**src/rtl/axi4lite_pkg.sv**
```systemverilog
`timescale 1ns/1ps
`default_nettype none
// ============================================================================
// Module      : axi4lite_pkg
// Description : Shared types and constants for the two-master AXI4-Lite
//               arbiter: FSM state encoding, response codes, default widths.
// Revision    : 1.0 - initial release
// ============================================================================
package axi4lite_pkg;

  localparam int DEFAULT_DATA_WIDTH = 32;
  localparam int DEFAULT_ADDR_WIDTH = 32;

  localparam logic [1:0] RESP_OKAY   = 2'b00;
  localparam logic [1:0] RESP_SLVERR = 2'b10;

  typedef enum logic [1:0] {
    IDLE = 2'd0,
    RD   = 2'd1,
    WR   = 2'd2
  } arb_state_t;

endpackage : axi4lite_pkg
`default_nettype wire

```
**src/rtl/axi4lite_arbiter2_rr_pick2.sv**
```systemverilog
`timescale 1ns/1ps
`default_nettype none
// ============================================================================
// Module      : rr_pick2
// Description : Combinational two-request round-robin picker. When both
//               request, the one that was not granted last time wins.
// Revision    : 1.0 - initial release
// ============================================================================
module rr_pick2 (
  input  logic [1:0] req,
  input  logic       last,
  output logic       gnt_valid,
  output logic       gnt_id
);

  // Pick a single winner; a lone requester always wins
  always_comb begin
    gnt_valid = |req;
    case (req)
      2'b01:   gnt_id = 1'b0;
      2'b10:   gnt_id = 1'b1;
      2'b11:   gnt_id = ~last;
      default: gnt_id = 1'b0;
    endcase
  end

endmodule : rr_pick2
`default_nettype wire

```
**src/rtl/axi4lite_arbiter2.sv**
```systemverilog
`timescale 1ns/1ps
`default_nettype none
// ============================================================================
// Module      : axi4lite_arbiter2
// Description : Two-master to one-slave AXI4-Lite arbiter. One transaction in
//               flight, round-robin between masters, registered grant.
// Revision    : 1.0 - initial release
// ============================================================================
module axi4lite_arbiter2
  import axi4lite_pkg::*;
#(
  parameter int DATA_WIDTH = DEFAULT_DATA_WIDTH,
  parameter int ADDR_WIDTH = DEFAULT_ADDR_WIDTH
) (
  input  logic                  clk,
  input  logic                  rst,
  // master 0 (instruction fetch)
  input  logic                  m0_arvalid,
  input  logic [ADDR_WIDTH-1:0] m0_araddr,
  output logic                  m0_arready,
  output logic                  m0_rvalid,
  output logic [DATA_WIDTH-1:0] m0_rdata,
  output logic [1:0]            m0_rresp,
  input  logic                  m0_rready,
  input  logic                  m0_awvalid,
  input  logic [ADDR_WIDTH-1:0] m0_awaddr,
  output logic                  m0_awready,
  input  logic                  m0_wvalid,
  input  logic [DATA_WIDTH-1:0] m0_wdata,
  input  logic [3:0]            m0_wstrb,
  output logic                  m0_wready,
  output logic                  m0_bvalid,
  output logic [1:0]            m0_bresp,
  input  logic                  m0_bready,
  // master 1 (load/store)
  input  logic                  m1_arvalid,
  input  logic [ADDR_WIDTH-1:0] m1_araddr,
  output logic                  m1_arready,
  output logic                  m1_rvalid,
  output logic [DATA_WIDTH-1:0] m1_rdata,
  output logic [1:0]            m1_rresp,
  input  logic                  m1_rready,
  input  logic                  m1_awvalid,
  input  logic [ADDR_WIDTH-1:0] m1_awaddr,
  output logic                  m1_awready,
  input  logic                  m1_wvalid,
  input  logic [DATA_WIDTH-1:0] m1_wdata,
  input  logic [3:0]            m1_wstrb,
  output logic                  m1_wready,
  output logic                  m1_bvalid,
  output logic [1:0]            m1_bresp,
  input  logic                  m1_bready,
  // slave
  output logic                  s_arvalid,
  output logic [ADDR_WIDTH-1:0] s_araddr,
  input  logic                  s_arready,
  input  logic                  s_rvalid,
  input  logic [DATA_WIDTH-1:0] s_rdata,
  input  logic [1:0]            s_rresp,
  output logic                  s_rready,
  output logic                  s_awvalid,
  output logic [ADDR_WIDTH-1:0] s_awaddr,
  input  logic                  s_awready,
  output logic                  s_wvalid,
  output logic [DATA_WIDTH-1:0] s_wdata,
  output logic [3:0]            s_wstrb,
  input  logic                  s_wready,
  input  logic                  s_bvalid,
  input  logic [1:0]            s_bresp,
  output logic                  s_bready
);

  arb_state_t state_q;
  logic       owner_q;
  logic       last_q;
  logic       ar_done_q;
  logic       aw_done_q;
  logic       w_done_q;

  logic [1:0] w_req;
  logic       w_gnt_valid;
  logic       w_gnt_id;
  logic       w_win_arvalid;
  logic       w_own_arvalid;
  logic       w_own_awvalid;
  logic       w_own_wvalid;
  logic       w_own_rready;
  logic       w_own_bready;
  logic       w_arready;
  logic       w_awready;
  logic       w_wready;
  logic       w_rvalid;
  logic       w_bvalid;

  assign w_req = {m1_arvalid | m1_awvalid | m1_wvalid,
                  m0_arvalid | m0_awvalid | m0_wvalid};

  rr_pick2 u_pick (
    .req       (w_req),
    .last      (last_q),
    .gnt_valid (w_gnt_valid),
    .gnt_id    (w_gnt_id)
  );

  assign w_win_arvalid = w_gnt_id ? m1_arvalid : m0_arvalid;

  // Owner-side request/ready selection and slave payload muxing; payloads
  // are don't-care while their valid is low, so they are muxed unconditionally
  assign w_own_arvalid = owner_q ? m1_arvalid : m0_arvalid;
  assign w_own_awvalid = owner_q ? m1_awvalid : m0_awvalid;
  assign w_own_wvalid  = owner_q ? m1_wvalid  : m0_wvalid;
  assign w_own_rready  = owner_q ? m1_rready  : m0_rready;
  assign w_own_bready  = owner_q ? m1_bready  : m0_bready;
  assign s_araddr      = owner_q ? m1_araddr  : m0_araddr;
  assign s_awaddr      = owner_q ? m1_awaddr  : m0_awaddr;
  assign s_wdata       = owner_q ? m1_wdata   : m0_wdata;
  assign s_wstrb       = owner_q ? m1_wstrb   : m0_wstrb;

  // Channel gating: only the active transaction kind reaches the slave
  always_comb begin
    s_arvalid = 1'b0;
    s_rready  = 1'b0;
    s_awvalid = 1'b0;
    s_wvalid  = 1'b0;
    s_bready  = 1'b0;
    w_arready = 1'b0;
    w_awready = 1'b0;
    w_wready  = 1'b0;
    w_rvalid  = 1'b0;
    w_bvalid  = 1'b0;
    case (state_q)
      RD: begin
        s_arvalid = w_own_arvalid & ~ar_done_q;
        w_arready = s_arready & ~ar_done_q;
        w_rvalid  = s_rvalid;
        s_rready  = w_own_rready;
      end
      WR: begin
        s_awvalid = w_own_awvalid & ~aw_done_q;
        w_awready = s_awready & ~aw_done_q;
        s_wvalid  = w_own_wvalid & ~w_done_q;
        w_wready  = s_wready & ~w_done_q;
        w_bvalid  = s_bvalid;
        s_bready  = w_own_bready;
      end
      default: ;
    endcase
  end

  // Route handshake signals back to the owner only
  assign m0_arready = w_arready & ~owner_q;
  assign m1_arready = w_arready &  owner_q;
  assign m0_awready = w_awready & ~owner_q;
  assign m1_awready = w_awready &  owner_q;
  assign m0_wready  = w_wready  & ~owner_q;
  assign m1_wready  = w_wready  &  owner_q;
  assign m0_rvalid  = w_rvalid  & ~owner_q;
  assign m1_rvalid  = w_rvalid  &  owner_q;
  assign m0_bvalid  = w_bvalid  & ~owner_q;
  assign m1_bvalid  = w_bvalid  &  owner_q;
  assign m0_rdata   = owner_q ? '0 : s_rdata;
  assign m1_rdata   = owner_q ? s_rdata : '0;
  assign m0_rresp   = owner_q ? RESP_OKAY : s_rresp;
  assign m1_rresp   = owner_q ? s_rresp : RESP_OKAY;
  assign m0_bresp   = owner_q ? RESP_OKAY : s_bresp;
  assign m1_bresp   = owner_q ? s_bresp : RESP_OKAY;

  // Arbitration FSM: grant in IDLE, track per-channel completion, release on R/B
  always_ff @(posedge clk) begin
    if (rst) begin
      state_q   <= IDLE;
      owner_q   <= 1'b0;
      last_q    <= 1'b1;
      ar_done_q <= 1'b0;
      aw_done_q <= 1'b0;
      w_done_q  <= 1'b0;
    end else begin
      case (state_q)
        IDLE: begin
          if (w_gnt_valid) begin
            owner_q <= w_gnt_id;
            state_q <= w_win_arvalid ? RD : WR;
          end
        end
        RD: begin
          if (s_arvalid && s_arready) ar_done_q <= 1'b1;
          if (s_rvalid && s_rready) begin
            state_q   <= IDLE;
            last_q    <= owner_q;
            ar_done_q <= 1'b0;
          end
        end
        WR: begin
          if (s_awvalid && s_awready) aw_done_q <= 1'b1;
          if (s_wvalid && s_wready)   w_done_q  <= 1'b1;
          if (s_bvalid && s_bready) begin
            state_q   <= IDLE;
            last_q    <= owner_q;
            aw_done_q <= 1'b0;
            w_done_q  <= 1'b0;
          end
        end
        default: state_q <= IDLE;
      endcase
    end
  end

endmodule : axi4lite_arbiter2
`default_nettype wire

```
**config.mk**
```make
export PLATFORM = sky130hd
export DESIGN_NAME = axi4lite_arbiter2
export DESIGN_NICKNAME = d
export VERILOG_FILES = /design/src/rtl/axi4lite_pkg.sv /design/src/rtl/axi4lite_arbiter2_rr_pick2.sv /design/src/rtl/axi4lite_arbiter2.sv
export SDC_FILE = /design/constraint.sdc
export NUM_CORES = 1
export LEC_CHECK = 0
export ABC_CLOCK_PERIOD_IN_PS = 4700
export CAP_MARGIN = 15
export CORE_AREA = 2 2 171 173
export CTS_BUF_LIST = sky130_fd_sc_hd__clkbuf_8
export DETAILED_ROUTE_END_ITERATION = 8
export DIE_AREA = 0 0 173 175
export PLACE_DENSITY = 0.52
export SLEW_MARGIN = 20
export SYNTH_ARGS = -nofsm -noshare
export SYNTH_HDL_FRONTEND = slang
export SYNTH_HIERARCHICAL = 1
export SYNTH_SLANG_ARGS = --single-unit
export TNS_END_PERCENT = 10
```
**constraint.sdc**
```tcl
create_clock -name clk -period 4.7 [get_ports clk]
set_input_delay 1.41 -clock clk [delete_from_list [all_inputs] [get_ports clk]]
set_output_delay 1.41 -clock clk [all_outputs]
set_load 0.05 [all_outputs]
```
# Word level (Yosys, flattened, before mapping)
# Index checks and enable logic that the tools add are counted.
[op_classes]
n_reduce_logical = 17
n_eq_ne = 7
muxes = 41
n_bitwise = 25
[ops]
columns = ["cell", "n"]
rows = [
  ["2-to-1 mux 32 bit", 5],
  ["2-to-1 mux 1 bit", 24],
  ["AND 1 bit", 16],
  ["2-to-1 mux 2 bit", 8],
  ["AND reduction 2 bit", 4],
  ["nonzero test 2 bit", 4],
  ["equality test 2 bit (second input constant)", 3],
  ["one-hot mux 2 bit (3 select lines)", 1],
  ["AND reduction 3 bit", 2],
  ["logical AND 1 bit", 5],
  ["inverter 1 bit", 5],
  ["2-to-1 mux 4 bit", 1],
  ["inequality test 2 bit (second input constant)", 2],
  ["bitwise OR 1 bit", 4],
  ["one-hot mux 1 bit (2 select lines)", 2],
  ["equality test 2 x 1 -> 1 bit (second input constant)", 1],
  ["zero test 2 bit", 1],
  ["inequality test 2 x 1 -> 1 bit (second input constant)", 1],
  ["OR reduction 2 bit", 1],
]
[totals]
wordCells = 96
inputBits = 253
register_bits = 7
output_inout_bits = 187

# Depth between registers and ports, before layout
[logic_depth]
depth_word = 8
mapped_depth = 5
ltp_nobuf = 5

# Hierarchy
# Netlist, hierarchy kept.
[by_module_without_submodules]
columns = ["mod", "n_inst", "area_per_inst_um2", "cells_each", "seq_area_each_um2"]
rows = [
  ["axi4lite_arbiter2", 1, 2245.9, 265, 140.1],
  ["rr_pick2", 1, 13.8, 2, 0.0],
]

# Worst setup path after synthesis
# No wires, ideal clock.
[synth_path]
kind = "input -> output"
from = "input port s_arready"
to = "output port m0_arready"
t_arrival_ps = 2937
slack_ps = 353
path_buffers = 0
stages = 2
cell_sequence = "inv_1 -> nor4_1"
[synth_via]
elab_chain_len = 3
[synth_rtl]
columns = ["element", "line", "text"]
rows = [
  ["start, declared", "axi4lite_arbiter2.sv:56", "input logic s_arready,"],
  ["AND 1 bit", "axi4lite_arbiter2.sv:134", "w_arready = s_arready & ~ar_done_q;"],
  ["2-to-1 mux 1 bit", "axi4lite_arbiter2.sv:131", "case (state_q)"],
  ["AND 1 bit", "axi4lite_arbiter2.sv:151", "assign m0_arready = w_arready & ~owner_q;"],
  ["end, declared", "axi4lite_arbiter2.sv:20", "output logic m0_arready,"],
]
# Every way passes these cells.

# Final worst setup path
[layout_path]
from = "input port m1_wdata[18]"
to = "output port s_wdata[18]"
[layout_via]
elab_chain_len = 1
[layout_rtl]
columns = ["element", "line", "text"]
rows = [
  ["start, declared", "axi4lite_arbiter2.sv:47", "input logic [DATA_WIDTH-1:0] m1_wdata,"],
  ["2-to-1 mux 32 bit", "axi4lite_arbiter2.sv:116", "assign s_wdata = owner_q ? m1_wdata : m0_wdata;"],
  ["end, declared", "axi4lite_arbiter2.sv:65", "output logic [DATA_WIDTH-1:0] s_wdata,"],
]
# Every way passes these cells.

==> flow_metrics.py <==
metrics = {
    "outcome": {
        "outcome": "finished clean",
    },
    "drt": {
        "finalWirelength_um": 16000,
        "vias_per_cell": 3.34,
        "drt_iter0_drc": 61,
        "wl_per_cell_um": 14.8,
        "first_pass_iters": 4,
        "drc": 0,
        "drtAntennaViolNets": 0,
        "num_vias": 3597,
    },
    "synthesis": {
        "synth_edf_count": 0,
        "synthArstFlopShare": 0,
        "ys_seq_area_frac": 0.0620,
        "synth_top_area_frac": 0.508,
        "ys.flop_type": "dfxtp_1",
        "synthesis.nets": 520,
        "synth.avg_cell_area_um2": 8.46,
        "netlist_top_cells_area": "mux2_2 (51%), nor2b_1 (10%), and2_1 (10%), dfxtp_1 (6.2%), buf_2 (2.4%)",
        "synth_common_cells": "mux2_2 (102), nor2b_1 (37), and2_1 (36), nor2_1 (13), buf_2 (11)",
        "yosysWarnings": 6,
        "synthesis.area_um2": 2260,
        "ys_seq_elements": 7,
        "syn_inst": 267,
        "synth_top_cell_by_area": "mux2_2",
        "ys_types": 35,
        "yosysMostFrequentCell": "mux2_2",
    },
    "setup_path": {
        "path_max_fanout": 1,
        "cp_num_buf_inv": 2,
        "crit_chain": "clkdlybuf4s50_1, mux2_2, clkdlybuf4s50_1",
        "endpoint_kind": "output port",
        "cpMostUsedCell": "clkdlybuf4s50_1",
        "criticalPathCategory": "in -> out",
        "path_delay_family": "buffers and inverters",
        "cpPeakStageDelay_ns": 0.80,
        "crit_required_ns": 3.29,
        "arrival_ns": 2.90,
        "r2r_slack_ns": 2.97,
        "cp_slowest_cell": "clkdlybuf4s50_1",
        "start_kind": "input port",
    },
    "timing": {
        "fmaxAchievable_mhz": 232,
        "tightest_slew_ns": 0.809,
        "hold_slack_ns": 0.532,
        "maxSlewViolCount": 0,
        "finalSetupViolations": 0,
        "period_share": 0.918,
        "slew-limit-headroom": 0.461,
        "finClkSkew_ns": 0.00223,
        "min_period_ns": 4.31,
        "rsz0062_at_grt": "false",
        "setup_tns_ns": 0,
        "finalHoldViolations": 0,
    },
    "pwr": {
        "power_density_nw_per_um2": 194,
        "power_leakage_uw": 0.00258,
        "ir_drop_uv": 102,
    },
    "grt": {
        "grt_pass1_vias": 3601,
        "grt_usage": 0.0955,
        "grt_antenna_before_repair": 0,
        "grt_start_max_net_pins": 56,
        "overflow": 0,
        "grt_pass1_wl_um": 22400,
    },
    "final_layout": {
        "fill_cells": 3056,
        "nets": 947,
        "drive_gt1_frac": 0.215,
        "antennaDiodeCount": 0,
        "final_core_util": 0.250,
        "syn_to_final_growth_pct": 214,
    },
    "clocking": {
        "post_cts_resized": 0,
        "clockBufferDepth": 2,
        "clkTransAtPathRegs_ns": 0.04,
        "post_cts_buffers": 0,
        "clock-sinks": 7,
        "clkLatencyLatePin_ns": 0.23,
        "cts_buffers": 3,
        "cts_tree": "yes",
        "cts_max_level": 1,
        "clockRootBuffer": "clkbuf_8",
        "hold_buffers": 0,
    },
    "floorplan": {
        "fp.dieW_um": 173,
        "start_util": 0.0796,
        "coreArea_um2": 28400,
        "fp.dieArea_um2": 30300,
        "ios": 440,
        "num_rows": 62,
        "die_y_um": 175,
    },
    "min_path": {
        "hp-class": "reg -> reg",
    },
    "run": {
        "max-cap-violations": 0,
    },
    "placement": {
        "io_buffers": 439,
        "place.gp.congestion": 0.804,
        "dp_hpwl_um": 14000,
    },
}
==> worst reg2reg max path: stages, from the launching register on <==
cell and delay [ns]:
dfxtp_4 0.86, mux2i_4 0.43, o21ai_1 0.10, a221oi_1 0.24
==> metrics by stage <==
step	area [um^2]	total power, uW	setup WS, ns	std cells
2_1_floorplan	2260	795	0.353	267
6_report	7090	1380	0.386	1077
4_1_cts	7090	1390	0.373	1077
3_5_place_dp	7050	1300	0.373	1073
5_1_grt	7090	1440	0.365	1077
3_3_place_gp	7050	1300	0.373	1073
==> power breakdown <==
group | switching [uW] | internal, uW
sequential | 26.8 | 66.1
combinational | 674 | 525
clock | 28.8 | 56.7
total | 730 | 647
==> sequential cells by signal, summed over array words and instances (netlist names) <==
register,flops
ar_done_q,1
aw_done_q,1
w_done_q,1
last_q,1
owner_q,1
state_q,2
==> per-layer routing <==
layer,track usage,vias up,routed length [um]
met5,0,-,0
met4,0.0187,0,230
met3,0.0194,14,1080
met2,0.176,180,8250
met1,0.114,1621,6440
li1,-,1782,-
==> logic make-up (layout without fill, tap and decap cells) <==
| family | count (synthesis) | after routing | synth area share |
|---|---|---|---|
| AND/OR/NAND/NOR | 110 | 110 | 0.290 |
| buffers and inverters | 29 | 455 | 0.0615 |
| multiplexers | 108 | 108 | 0.540 |
| flip-flops | 7 | 7 | 0.0620 |
| AO/OA/AOI/OAI | 13 | 13 | 0.0460 |
==> layout make-up <==
cell class                 count  area (um^2)  area share
inverter                       6         22.5     0.00317
clock inverter                 1         3.75    0.000529
timing repair buffer         445         4420       0.623
sequential                     7          144      0.0203
tap                          384          480      0.0677
multi-input combinational    231         1980       0.279
clock buffer                   3         41.3     0.00582
==> final timing paths <==
kind | start | to | cells after the start
hold / removal | last_q | last_q | 2
setup reg to reg | owner_q | state_q[1] | 3
hold reg to reg | last_q | last_q | 2
setup / recovery | m1_wdata[18] | s_wdata[18] | 3
==> cells in the final DEF (no fill, tap or decap), types with 4 or more instances in the layout <==
cell             netlist  routed
and2_1                36      36
buf_12                 0       5
buf_4                  0      33
clkdlybuf4s50_1        0     407
dfxtp_1                7       6
inv_1                  6       7
mux2_2               102     102
mux2i_1                5       5
nand2_1                4       4
nand2b_1               6       6
nor2_1                13      13
nor2b_1               37      37
Note: power is estimated with default switching activity, not from simulation.
